==> config.mk <==
export PLATFORM = sky130hd
export DESIGN_NAME = imm_pixel_streamer
export DESIGN_NICKNAME = d
export VERILOG_FILES = /design/src/rtl/imm_stream_pkg.sv /design/src/rtl/imm_skid_fifo.sv /design/src/rtl/imm_pixel_streamer.sv
export SDC_FILE = /design/constraint.sdc
export NUM_CORES = 1
export LEC_CHECK = 0
export BUFFER_PORTS_ARGS = -buffer_cell sky130_fd_sc_hd__buf_2
export CORE_MARGIN = 5
export CORE_UTILIZATION = 60
export CTS_BUF_LIST = sky130_fd_sc_hd__clkbuf_16
export CTS_CLUSTER_DIAMETER = 40
export DETAILED_ROUTE_END_ITERATION = 12
export PLACE_DENSITY = 0.82
export RECOVER_POWER = 25
export SYNTH_ARGS = -nofsm -noshare
export SYNTH_HDL_FRONTEND = slang
export SYNTH_HIERARCHICAL = 1
export SYNTH_SLANG_ARGS = --single-unit
==> constraint.sdc <==
create_clock -name clk -period 8.45 [get_ports clk]
set_input_delay 0.4225 -clock clk [delete_from_list [all_inputs] [get_ports clk]]
set_output_delay 0.4225 -clock clk [all_outputs]
set_load 0.01 [all_outputs]
==> src/rtl/imm_stream_pkg.sv <==
// ----------------------------------------------------------------------------
// imm_stream_pkg
//   Shared types and constants for the imm frame-read stage.
//   - stream_state_e : top-level sequencer states (IDLE, RUN, DRAIN)
//   - PIX_W/I_W/J_W  : pixel, column and row widths
//   - pix_tag_t      : one pixel with its (i, j) coordinate and end-of-frame flag
// ----------------------------------------------------------------------------
package imm_stream_pkg;

    localparam int PIX_W = 12;
    localparam int I_W   = 9;
    localparam int J_W   = 8;

    typedef enum logic [1:0] {
        IDLE  = 2'd0,
        RUN   = 2'd1,
        DRAIN = 2'd2
    } stream_state_e;

    typedef struct packed {
        logic [PIX_W-1:0] pixel;
        logic [I_W-1:0]   i;
        logic [J_W-1:0]   j;
        logic             last;
    } pix_tag_t;

    localparam int TAG_W = $bits(pix_tag_t);

endpackage : imm_stream_pkg

==> src/rtl/imm_skid_fifo.sv <==
// ----------------------------------------------------------------------------
// imm_skid_fifo
//   Two-entry FIFO that absorbs the one-cycle RAM read latency in front of a
//   valid/ready stream. A push and a pop in the same cycle are accepted even
//   when the FIFO is full; the new word lands in the slot being vacated.
//   flush_i empties the FIFO and takes priority over push/pop.
// Ports
//   clk, rst_n   clock, asynchronous active-low reset
//   flush_i      discard all entries
//   push_i       write wdata_i (ignored when full without a pop)
//   wdata_i      write data, DW bits
//   pop_i        remove the head entry (ignored when empty)
//   rdata_o      head entry, valid while count_o != 0
//   count_o      number of stored entries, 0..2
// ----------------------------------------------------------------------------
module imm_skid_fifo #(
    parameter int DW = 8
) (
    input  logic          clk,
    input  logic          rst_n,
    input  logic          flush_i,
    input  logic          push_i,
    input  logic [DW-1:0] wdata_i,
    input  logic          pop_i,
    output logic [DW-1:0] rdata_o,
    output logic [1:0]    count_o
);

    logic [DW-1:0] mem_q [2];
    logic          rd_ptr_q, rd_ptr_d;
    logic          wr_ptr_q, wr_ptr_d;
    logic [1:0]    count_q,  count_d;
    logic          push_ok;
    logic          pop_ok;

    // NOTE: every signal driven here gets a default first, so no path can
    // leave one unassigned and infer a latch.
    always_comb begin
        pop_ok   = pop_i && (count_q != 2'd0);
        push_ok  = push_i && ((count_q != 2'd2) || pop_ok);
        rd_ptr_d = rd_ptr_q;
        wr_ptr_d = wr_ptr_q;
        count_d  = count_q;
        if (flush_i) begin
            rd_ptr_d = 1'b0;
            wr_ptr_d = 1'b0;
            count_d  = 2'd0;
        end else begin
            if (push_ok) wr_ptr_d = ~wr_ptr_q;
            if (pop_ok)  rd_ptr_d = ~rd_ptr_q;
            case ({push_ok, pop_ok})
                2'b10:   count_d = count_q + 2'd1;
                2'b01:   count_d = count_q - 2'd1;
                default: count_d = count_q;
            endcase
        end
    end

    // NOTE: state registers use non-blocking assignments so every flop
    // samples pre-edge values regardless of block evaluation order.
    always_ff @(posedge clk or negedge rst_n) begin
        if (!rst_n) begin
            rd_ptr_q <= 1'b0;
            wr_ptr_q <= 1'b0;
            count_q  <= 2'd0;
        end else begin
            rd_ptr_q <= rd_ptr_d;
            wr_ptr_q <= wr_ptr_d;
            count_q  <= count_d;
        end
    end

    // NOTE: the storage array is deliberately not reset; its contents are
    // only observed while count_q says an entry is valid.
    always_ff @(posedge clk) begin
        if (push_ok && !flush_i) mem_q[wr_ptr_q] <= wdata_i;
    end

    assign rdata_o = mem_q[rd_ptr_q];
    assign count_o = count_q;

endmodule : imm_skid_fifo

==> src/rtl/imm_pixel_streamer.sv <==
// ----------------------------------------------------------------------------
// imm_pixel_streamer
//   Frame-read stage in front of the image masking unit. Reads a WIDTH x HEIGHT
//   frame in raster order from a synchronous RAM (1-cycle read latency) and
//   presents each pixel with its column (i_p) and row (j_p) on a valid/ready
//   stream. A 2-entry skid FIFO holds returned data, and reads are only issued
//   when the FIFO is guaranteed to have room for them.
// Optional feature
//   IMM_STREAM_ABORT_EN : adds input 'abort'; abort while busy flushes the
//                         stream, returns to IDLE and pulses done next cycle.
// Ports
//   clk, rst_n  clock, asynchronous active-low reset
//   start       1-cycle pulse, begins a frame (ignored unless idle)
//   abort       (IMM_STREAM_ABORT_EN only) cancel the current frame
//   busy        frame in progress
//   done        1-cycle pulse when a frame finishes or is aborted
//   mem_rd_en   RAM read strobe
//   mem_addr    RAM address, j*WIDTH+i
//   mem_rdata   RAM data, valid one cycle after mem_rd_en
//   pix_valid   stream valid
//   pix_ready   stream ready
//   pixel       pixel value
//   i_p, j_p    column and row of pixel
//   frame_last  marks the beat at (WIDTH-1, HEIGHT-1)
// ----------------------------------------------------------------------------
module imm_pixel_streamer
    import imm_stream_pkg::*;
#(
    parameter int WIDTH  = 320,
    parameter int HEIGHT = 240,
    parameter int AW     = 17
) (
    input  logic             clk,
    input  logic             rst_n,
    input  logic             start,
`ifdef IMM_STREAM_ABORT_EN
    input  logic             abort,
`endif
    output logic             busy,
    output logic             done,
    output logic             mem_rd_en,
    output logic [AW-1:0]    mem_addr,
    input  logic [PIX_W-1:0] mem_rdata,
    output logic             pix_valid,
    input  logic             pix_ready,
    output logic [PIX_W-1:0] pixel,
    output logic [I_W-1:0]   i_p,
    output logic [J_W-1:0]   j_p,
    output logic             frame_last
);

    stream_state_e  state_q, state_d;
    logic [I_W-1:0] rd_i_q, rd_i_d;
    logic [J_W-1:0] rd_j_q, rd_j_d;
    logic [AW-1:0]  addr_q, addr_d;
    logic           inflight_q, inflight_d;
    logic [I_W-1:0] tag_i_q, tag_i_d;
    logic [J_W-1:0] tag_j_q, tag_j_d;
    logic           tag_last_q, tag_last_d;
    logic           abort_done_q;

    logic           abort_w;
    logic           abort_hit;
    logic           rd_en;
    logic           drain_done;
    logic           pop;
    logic           last_addr;
    logic           row_end;
    logic [2:0]     occupancy;
    logic [1:0]     fifo_count;
    logic [TAG_W-1:0] fifo_rdata;
    pix_tag_t       head;
    pix_tag_t       push_tag;

`ifdef IMM_STREAM_ABORT_EN
    assign abort_w = abort;
`else
    assign abort_w = 1'b0;
`endif

    assign abort_hit = abort_w && (state_q != IDLE);
    assign pop       = pix_valid && pix_ready;
    assign row_end   = (rd_i_q == I_W'(WIDTH - 1));
    assign last_addr = row_end && (rd_j_q == J_W'(HEIGHT - 1));
    // Entries already owed to the FIFO: stored ones plus a read still in flight.
    assign occupancy = {1'b0, fifo_count} + {2'b00, inflight_q};

    // Sequencer: next state, read issue and completion.
    always_comb begin
        state_d    = state_q;
        rd_en      = 1'b0;
        drain_done = 1'b0;
        case (state_q)
            IDLE: begin
                if (start) state_d = RUN;
            end
            RUN: begin
                // A pop this cycle frees a slot, so it counts toward room.
                rd_en = (occupancy < (3'd2 + {2'b00, pop}));
                if (rd_en && last_addr) state_d = DRAIN;
            end
            DRAIN: begin
                if ((fifo_count == 2'd0) && !inflight_q) begin
                    drain_done = 1'b1;
                    state_d    = IDLE;
                end
            end
            default: state_d = IDLE;
        endcase
        if (abort_hit) begin
            state_d    = IDLE;
            rd_en      = 1'b0;
            drain_done = 1'b0;
        end
    end

    // Read counters: column/row for tagging, plus a separate linear address.
    always_comb begin
        rd_i_d     = rd_i_q;
        rd_j_d     = rd_j_q;
        addr_d     = addr_q;
        tag_i_d    = tag_i_q;
        tag_j_d    = tag_j_q;
        tag_last_d = tag_last_q;
        inflight_d = rd_en;
        if (state_q == IDLE) begin
            rd_i_d = '0;
            rd_j_d = '0;
            addr_d = '0;
        end else if (rd_en) begin
            tag_i_d    = rd_i_q;
            tag_j_d    = rd_j_q;
            tag_last_d = last_addr;
            addr_d     = addr_q + 1'b1;
            if (row_end) begin
                rd_i_d = '0;
                rd_j_d = rd_j_q + 1'b1;
            end else begin
                rd_i_d = rd_i_q + 1'b1;
            end
        end
    end

    always_ff @(posedge clk or negedge rst_n) begin
        if (!rst_n) begin
            state_q      <= IDLE;
            rd_i_q       <= '0;
            rd_j_q       <= '0;
            addr_q       <= '0;
            inflight_q   <= 1'b0;
            tag_i_q      <= '0;
            tag_j_q      <= '0;
            tag_last_q   <= 1'b0;
            abort_done_q <= 1'b0;
        end else begin
            state_q      <= state_d;
            rd_i_q       <= rd_i_d;
            rd_j_q       <= rd_j_d;
            addr_q       <= addr_d;
            inflight_q   <= inflight_d;
            tag_i_q      <= tag_i_d;
            tag_j_q      <= tag_j_d;
            tag_last_q   <= tag_last_d;
            abort_done_q <= abort_hit;
        end
    end

    // Returned RAM data joins the tag captured when its read was issued.
    always_comb begin
        push_tag       = '0;
        push_tag.pixel = mem_rdata;
        push_tag.i     = tag_i_q;
        push_tag.j     = tag_j_q;
        push_tag.last  = tag_last_q;
    end

    imm_skid_fifo #(
        .DW (TAG_W)
    ) u_fifo (
        .clk     (clk),
        .rst_n   (rst_n),
        .flush_i (abort_hit),
        .push_i  (inflight_q),
        .wdata_i (push_tag),
        .pop_i   (pop),
        .rdata_o (fifo_rdata),
        .count_o (fifo_count)
    );

    assign head       = fifo_rdata;
    assign pix_valid  = (fifo_count != 2'd0);
    // Payload is forced to zero while invalid so idle outputs are clean.
    assign pixel      = pix_valid ? head.pixel : '0;
    assign i_p        = pix_valid ? head.i     : '0;
    assign j_p        = pix_valid ? head.j     : '0;
    assign frame_last = pix_valid && head.last;

    assign mem_rd_en  = rd_en;
    assign mem_addr   = addr_q;
    assign busy       = (state_q != IDLE);
    assign done       = drain_done || abort_done_q;

endmodule : imm_pixel_streamer

==> results of run 1 <==
-- worst max-delay path: cells and delay by family (launching register included) --
| family | cells | cell delay [ps] |
|---|---|---|
| and+or+nand+nor | 1 | 930 |
| AOI/OAI and AO/OA | 1 | 920 |
| buffers and inverters | 2 | 710 |
| DFF | 1 | 490 |
| adders and majority gates | 1 | 380 |
-- area by class of cell --
class	count	area share [%]
flip-flops and latches	119	51.2
repair buffers	71	5.53
multi-input cells	275	31.7
clock inverters	15	2.23
well taps	108	2.11
clock buffers	17	6.64
inverters	11	0.645
-- through the flow --
stage	instance area [um^2]	setup WS (ps)	instances
4_1_cts	6420	4180	616
2_1_floorplan	5430	4790	423
3_5_place_dp	5850	4680	584
3_3_place_gp	5850	4930	584
6_report	6400	4180	616
5_1_grt	6400	4000	616
-- power by group through the flow --
| stage | Sequential (mW) | Combinational [mW] | Clock, mW |
|---|---|---|---|
| floorplan | 0.860 | 0.476 | 0 |
| detailed placement | 0.879 | 0.679 | 0 |
| global placement | 0.864 | 0.658 | 0 |
| CTS | 0.870 | 0.686 | 0.689 |
| finish | 0.872 | 0.676 | 0.680 |
| global route | 0.890 | 0.745 | 0.714 |
-- worst paths after layout --
path	start	to
worst max-delay path	inflight_q	mem_rd_en
worst min-delay path	mem_rdata[1]	u_fifo/mem_q[0][19]
worst max register to register	inflight_q	mem_addr[1]
worst min register to register	tag_i_q[4]	u_fifo/mem_q[0][13]
max in group asynchronous	rst_n	rd_j_q[4]
min in group asynchronous	rst_n	mem_addr[5]
-- sequential cells by signal (all words and copies together), names as in the netlist --
| register | count |
|---|---|
| u_fifo/mem_q | 60 |
| mem_addr | 17 |
| rd_i_q | 9 |
| tag_i_q | 9 |
| rd_j_q | 8 |
| tag_j_q | 8 |
| state_q | 2 |
| u_fifo/count_o | 2 |
| inflight_q | 1 |
| tag_last_q | 1 |
| u_fifo/rd_ptr_q | 1 |
| u_fifo/wr_ptr_q | 1 |
-- cells by family after synthesis --
group	count (synthesis)	share of synthesized area [%]
adders and majority gates	5	1.16
buffers and inverters	29	2.50
muxes	60	12.2
AOI/OAI and AO/OA	54	7.36
and+or+nand+nor	147	15.8
xor gates and xnor gates	2	0.324
DFF	119	60.6
other	1	0.0693
-- metal layers --
metal	track usage, %	share of wire [%]
met5	0	0
met4	7.03	1.5
met2	33.1	48
met3	5.86	6.4
met1	26.6	44
-- Yosys cell counts (all sizes together) (3+ instances only) --
cell | n | share of area, %
nor3 | 4 | 0.37
o31ai | 8 | 1.2
nand3 | 13 | 1.2
buf | 9 | 1.1
dfrtp | 59 | 27
or4 | 9 | 1.2
or3 | 3 | 0.35
inv | 10 | 0.69
a31oi | 5 | 0.58
a21oi | 7 | 0.65
mux2i | 13 | 2.4
a221o | 4 | 0.74
edfxtp | 60 | 33
a22oi | 3 | 0.42
nand4 | 11 | 1.3
nor4 | 8 | 0.93
mux2 | 47 | 9.8
ha | 5 | 1.2
and4 | 4 | 0.65
or2 | 8 | 0.97
and3 | 5 | 0.58
nand2 | 28 | 1.9
clkbuf | 9 | 0.62
nor4b | 4 | 0.65
nor2 | 9 | 0.62
and2 | 31 | 3.6
o21ai | 11 | 1.0
==> impl_metrics.json, run 1 <==
{
  "grt_pass1_wl_mm": 18.3,
  "slew_viol_final": 60,
  "drt_iter0_markers": 317,
  "worst_ep_arrival_time_ps": 3840,
  "leakage_nw": 2.74,
  "synthToLayoutAreaGrowth_pct": 18.4,
  "p_sw_uw": 763,
  "via_per_inst": 6.01,
  "hold_path.class": "in -> reg",
  "setup-violations-final": 0,
  "clockBufferDepth": 2,
  "die_x_um": 105,
  "yosysSeqAreaShare_pct": 60.6,
  "grt_usage_pct": 20.5,
  "synth_cells": 417,
  "post-route-util_pct": 73.1,
  "path_max_fanout": 22,
  "fin_crit_ps": 4270,
  "postSynth.asyncResetShare_pct": 49.6,
  "antenna_found_initial": 0,
  "maxCapViolations": 1,
  "cts_resized": 0,
  "io_buffers": 66,
  "wl_mm": 10.9,
  "min_path_cells": 1,
  "multi_input_area_um2": 2030,
  "outcome": "finished with violations",
  "ios": 67,
  "num_rows": 34,
  "post_cts_buffers": 0,
  "max-vdd-ir-drop_mv": 0.282,
  "rr_worst_depth": 5,
  "n_fill_cell": 562,
  "wire_per_inst_um": 17.7,
  "p_per_area_nw_per_um2": 348,
  "slowest_delay_ps": 930,
  "rsz0062_at_grt": "false",
  "clk_pin_slew_worst_paths_ps": 60,
  "fmax_ghz": 0.234,
  "ys_ff_latch": 119,
  "clock_power_share_pct": 30.5,
  "register_area_um2": 3280,
  "syn_area_per_cell_um2": 13.0,
  "core_area_um2": 8760,
  "first_pass_iters": 5,
  "drive_above_1_share_pct": 30.3,
  "reg2reg_slack_ps": 4930,
  "hold_viol": 0,
  "h-tree-depth": 4,
  "p_total_mw": 2.23,
  "die_h_um": 105,
  "root_buffer": "clkbuf_16",
  "cts_made_buffers": 17,
  "layout_common_cells": "edfxtp_1, dfrtp_1, buf_2, mux2_2, and2_1",
  "whs_ps": 200,
  "final_antenna_net_count": 0,
  "drc": 0,
  "critPathRequiredTime_ps": 8030,
  "start_util_pct": 61.7,
  "worstSetupPathType": "reg -> out",
  "grt_pass1_vias": 3826,
  "slowest_stage": "nand2_1",
  "final_net_count": 516,
  "cts.sinks": 119,
  "p_int_mw": 1.46,
  "final_common_cell": "edfxtp_1",
  "switching_share_pct": 34.3,
  "tightest_slew_ps": 3170,
  "post_synth_num_cell_types": 55,
  "end_kind": "output pin",
  "fin_crit_sh_pct": 50.5,
  "max_slew_margin_pct": -112,
  "comb_power_share_pct": 30.3,
  "dieArea_um2": 11000,
  "gp_congestion": 0.864,
  "yosysWarnings": 6,
  "cts_tree": "built",
  "vias": 3701,
  "insertion_delay_ps": 410,
  "ys.flop_type": "edfxtp_1",
  "tns_ps": 0,
  "synth_area_um2": 5410,
  "ctsHoldBuffers": 0,
  "violations": "max-capacitance violations, max-slew violations",
  "n_antenna_cell": 0,
  "dp_hpwl_mm": 6.82,
  "synth_enable_flop_cells": 60,
  "timing.clock.skew_ps": 6.96,
  "grt_max_degree": 60,
  "worstPathCellList": "ha_1 > o21ai_1 > nand2_1 > inv_1 > buf_2",
  "grt_overflow": 0,
  "p_seq_share_pct": 39.2,
  "crit_path_start_kind": "flop"
}
(Power assumes the default switching activity.)
==> run 2, diff against run 1 <==
Settings changed: CORE_UTILIZATION 60 to 58, PLACE_DENSITY 0.82 to 0.8.
Clock period 8.45 ns to 4 ns, I/O delays scaled along.
==> impl_metrics.json, run 2 (same netlist as run 1, synthesis figures left out) <==
{
  "switching_share_pct": 34.2,
  "min_path_cells": 2,
  "insertion_delay_ps": 400,
  "n_antenna_cell": 0,
  "hold_viol": 0,
  "final_net_count": 531,
  "final_antenna_net_count": 0,
  "core_area_um2": 9150,
  "p_sw_mw": 1.66,
  "regToRegStartpoint": "inflight_q",
  "final_cells": 634,
  "min-delay-start": "start",
  "rsz0062_at_grt": "false",
  "critPathRequiredTime_ps": 3800,
  "clk_pin_slew_worst_paths_ps": 60,
  "cts_resized": 0,
  "path_max_fanout": 16,
  "hold_path.class": "in -> reg",
  "drive_above_1_share_pct": 30.2,
  "grt_max_degree": 60,
  "cts.sinks": 119,
  "wl_mm": 11.1,
  "tns_ps": 0,
  "end_kind": "output pin",
  "fin_crit_ps": 2760,
  "timing.clock.skew_ps": 5.79,
  "start_util_pct": 59.1,
  "p_int_mw": 3.20,
  "p_seq_share_pct": 37.8,
  "die_h_um": 107,
  "die_x_um": 107,
  "root_buffer": "clkbuf_16",
  "p_per_area_nw_per_um2": 737,
  "setup-violations-final": 0,
  "cts_tree": "built",
  "largest_register_ffs": 60,
  "vias": 3749,
  "rr_endpoint": "mem_addr[8]",
  "first_pass_iters": 5,
  "grt_pass1_vias": 3768,
  "grt_pass1_wl_mm": 18.9,
  "min_to": "state_q[0]",
  "layout_common_cells": "edfxtp_1, dfrtp_1, buf_2, mux2_2, and2_1",
  "crit_path_start_kind": "flop",
  "gp_congestion": 0.864,
  "slew_viol_final": 0,
  "rr_worst_depth": 6,
  "tightest_slew_ps": 1460,
  "antenna_found_initial": 0,
  "dieArea_um2": 11400,
  "grt_usage_pct": 21.1,
  "final_common_cell": "edfxtp_1",
  "num_rows": 35,
  "worstSetupPathType": "reg -> out",
  "via_per_inst": 5.91,
  "outcome": "complete, no violations",
  "drc": 0,
  "ios": 67,
  "clockBufferDepth": 2,
  "n_fill_cell": 607,
  "max_slew_margin_pct": 2.87,
  "leakage_nw": 2.83,
  "maxCapViolations": 0,
  "cts_made_buffers": 17,
  "worst_ep_arrival_time_ps": 2560,
  "io_buffers": 66,
  "clock_power_share_pct": 31.8,
  "wire_per_inst_um": 17.6,
  "whs_ps": 48.9,
  "reg2reg_slack_ps": 1340,
  "fin_crit_sh_pct": 68.9,
  "comb_power_share_pct": 30.4,
  "synthToLayoutAreaGrowth_pct": 22.0,
  "fmax_ghz": 0.363,
  "h-tree-depth": 4,
  "drt_iter0_markers": 252,
  "regMostFlops": "u_fifo/mem_q",
  "max-vdd-ir-drop_mv": 0.431,
  "placedCellCount": 589,
  "grt_overflow": 0,
  "dp_hpwl_mm": 6.84
}
## run 2: cell types whose count changed in the layout (fill, tap and decap cells not counted), sizes merged
| cell | delta |
|---|---|
| dlygate4sd3 | +13 |
| clkinvlp | -1 |
| inv | +2 |
| clkinv | -2 |
| bufinv | +1 |
| buf | +2 |
## run 2: how the worst max path moves through the flow
stage                           start  depth (start not counted)            endpoint  slack [ps]
CTS                        inflight_q                          7           mem_rd_en        1240
floorplan           u_fifo/count_o[0]                          4  u_fifo/mem_q[1][0]         340
finish                     inflight_q                          7           mem_rd_en        1240
global placement           inflight_q                          6         mem_addr[8]        1470
detailed placement         inflight_q                          6         mem_addr[8]        1400
global route               inflight_q                          7           mem_rd_en        1120
## run 2: worst max-delay path, stage by stage (launching register included)
cell and delay (ps):
dfrtp_1 490, ha_1 250, ha_1 300, o21ai_1 100, buf_4 250, nand2_1 260, inv_1 320, buf_2 190
## run 2: layout make-up
| type | instances | area (um^2) | share of cell area [%] |
|---|---|---|---|
| Clock buffer | 17 | 425 | 6.45 |
| Clock inverter | 15 | 184 | 2.79 |
| Inverter | 11 | 41.3 | 0.626 |
| Multi-Input combinational cell | 275 | 2030 | 30.7 |
| Sequential cell | 119 | 3280 | 49.7 |
| Tap cell | 111 | 139 | 2.11 |
| Timing Repair Buffer | 86 | 500 | 7.59 |
## run 2: power by group through the flow
| stage | clock [mW] | sequential, mW | combinational [mW] |
|---|---|---|---|
| floorplan | 0 | 1.82 | 1.00 |
| global placement | 0 | 1.82 | 1.43 |
| detailed placement | 0 | 1.85 | 1.47 |
| CTS | 1.56 | 1.83 | 1.49 |
| global route | 1.63 | 1.87 | 1.63 |
| finish | 1.54 | 1.84 | 1.48 |
## run 2: stage by stage
stage | utilization [%] | setup slack [ps] | instance area [um^2] | total power [mW]
detailed placement | 64.1 | 1400 | 5870 | 3.32
CTS | 72.2 | 1240 | 6610 | 4.88
finish | 72.1 | 1240 | 6600 | 4.86
floorplan | - | 343 | 5430 | 2.82
global placement | 64.1 | 1470 | 5870 | 3.25
global route | 72.1 | 1120 | 6600 | 5.13
## run 2: routing by layer
layer	track usage (%)	share of wire [%]	vias to the layer above
met5	0	0	-
met4	5.48	1.1	0
met3	5.71	6.4	14
met2	34.2	49	149
met1	28.4	44	1819
li1	-	-	1767
## run 2: what timing repair did
action / in CTS / in global routing
setup buffers: 0 / 0
hold buffers: 13 / 0
hold endpoints to repair: 83 / 0
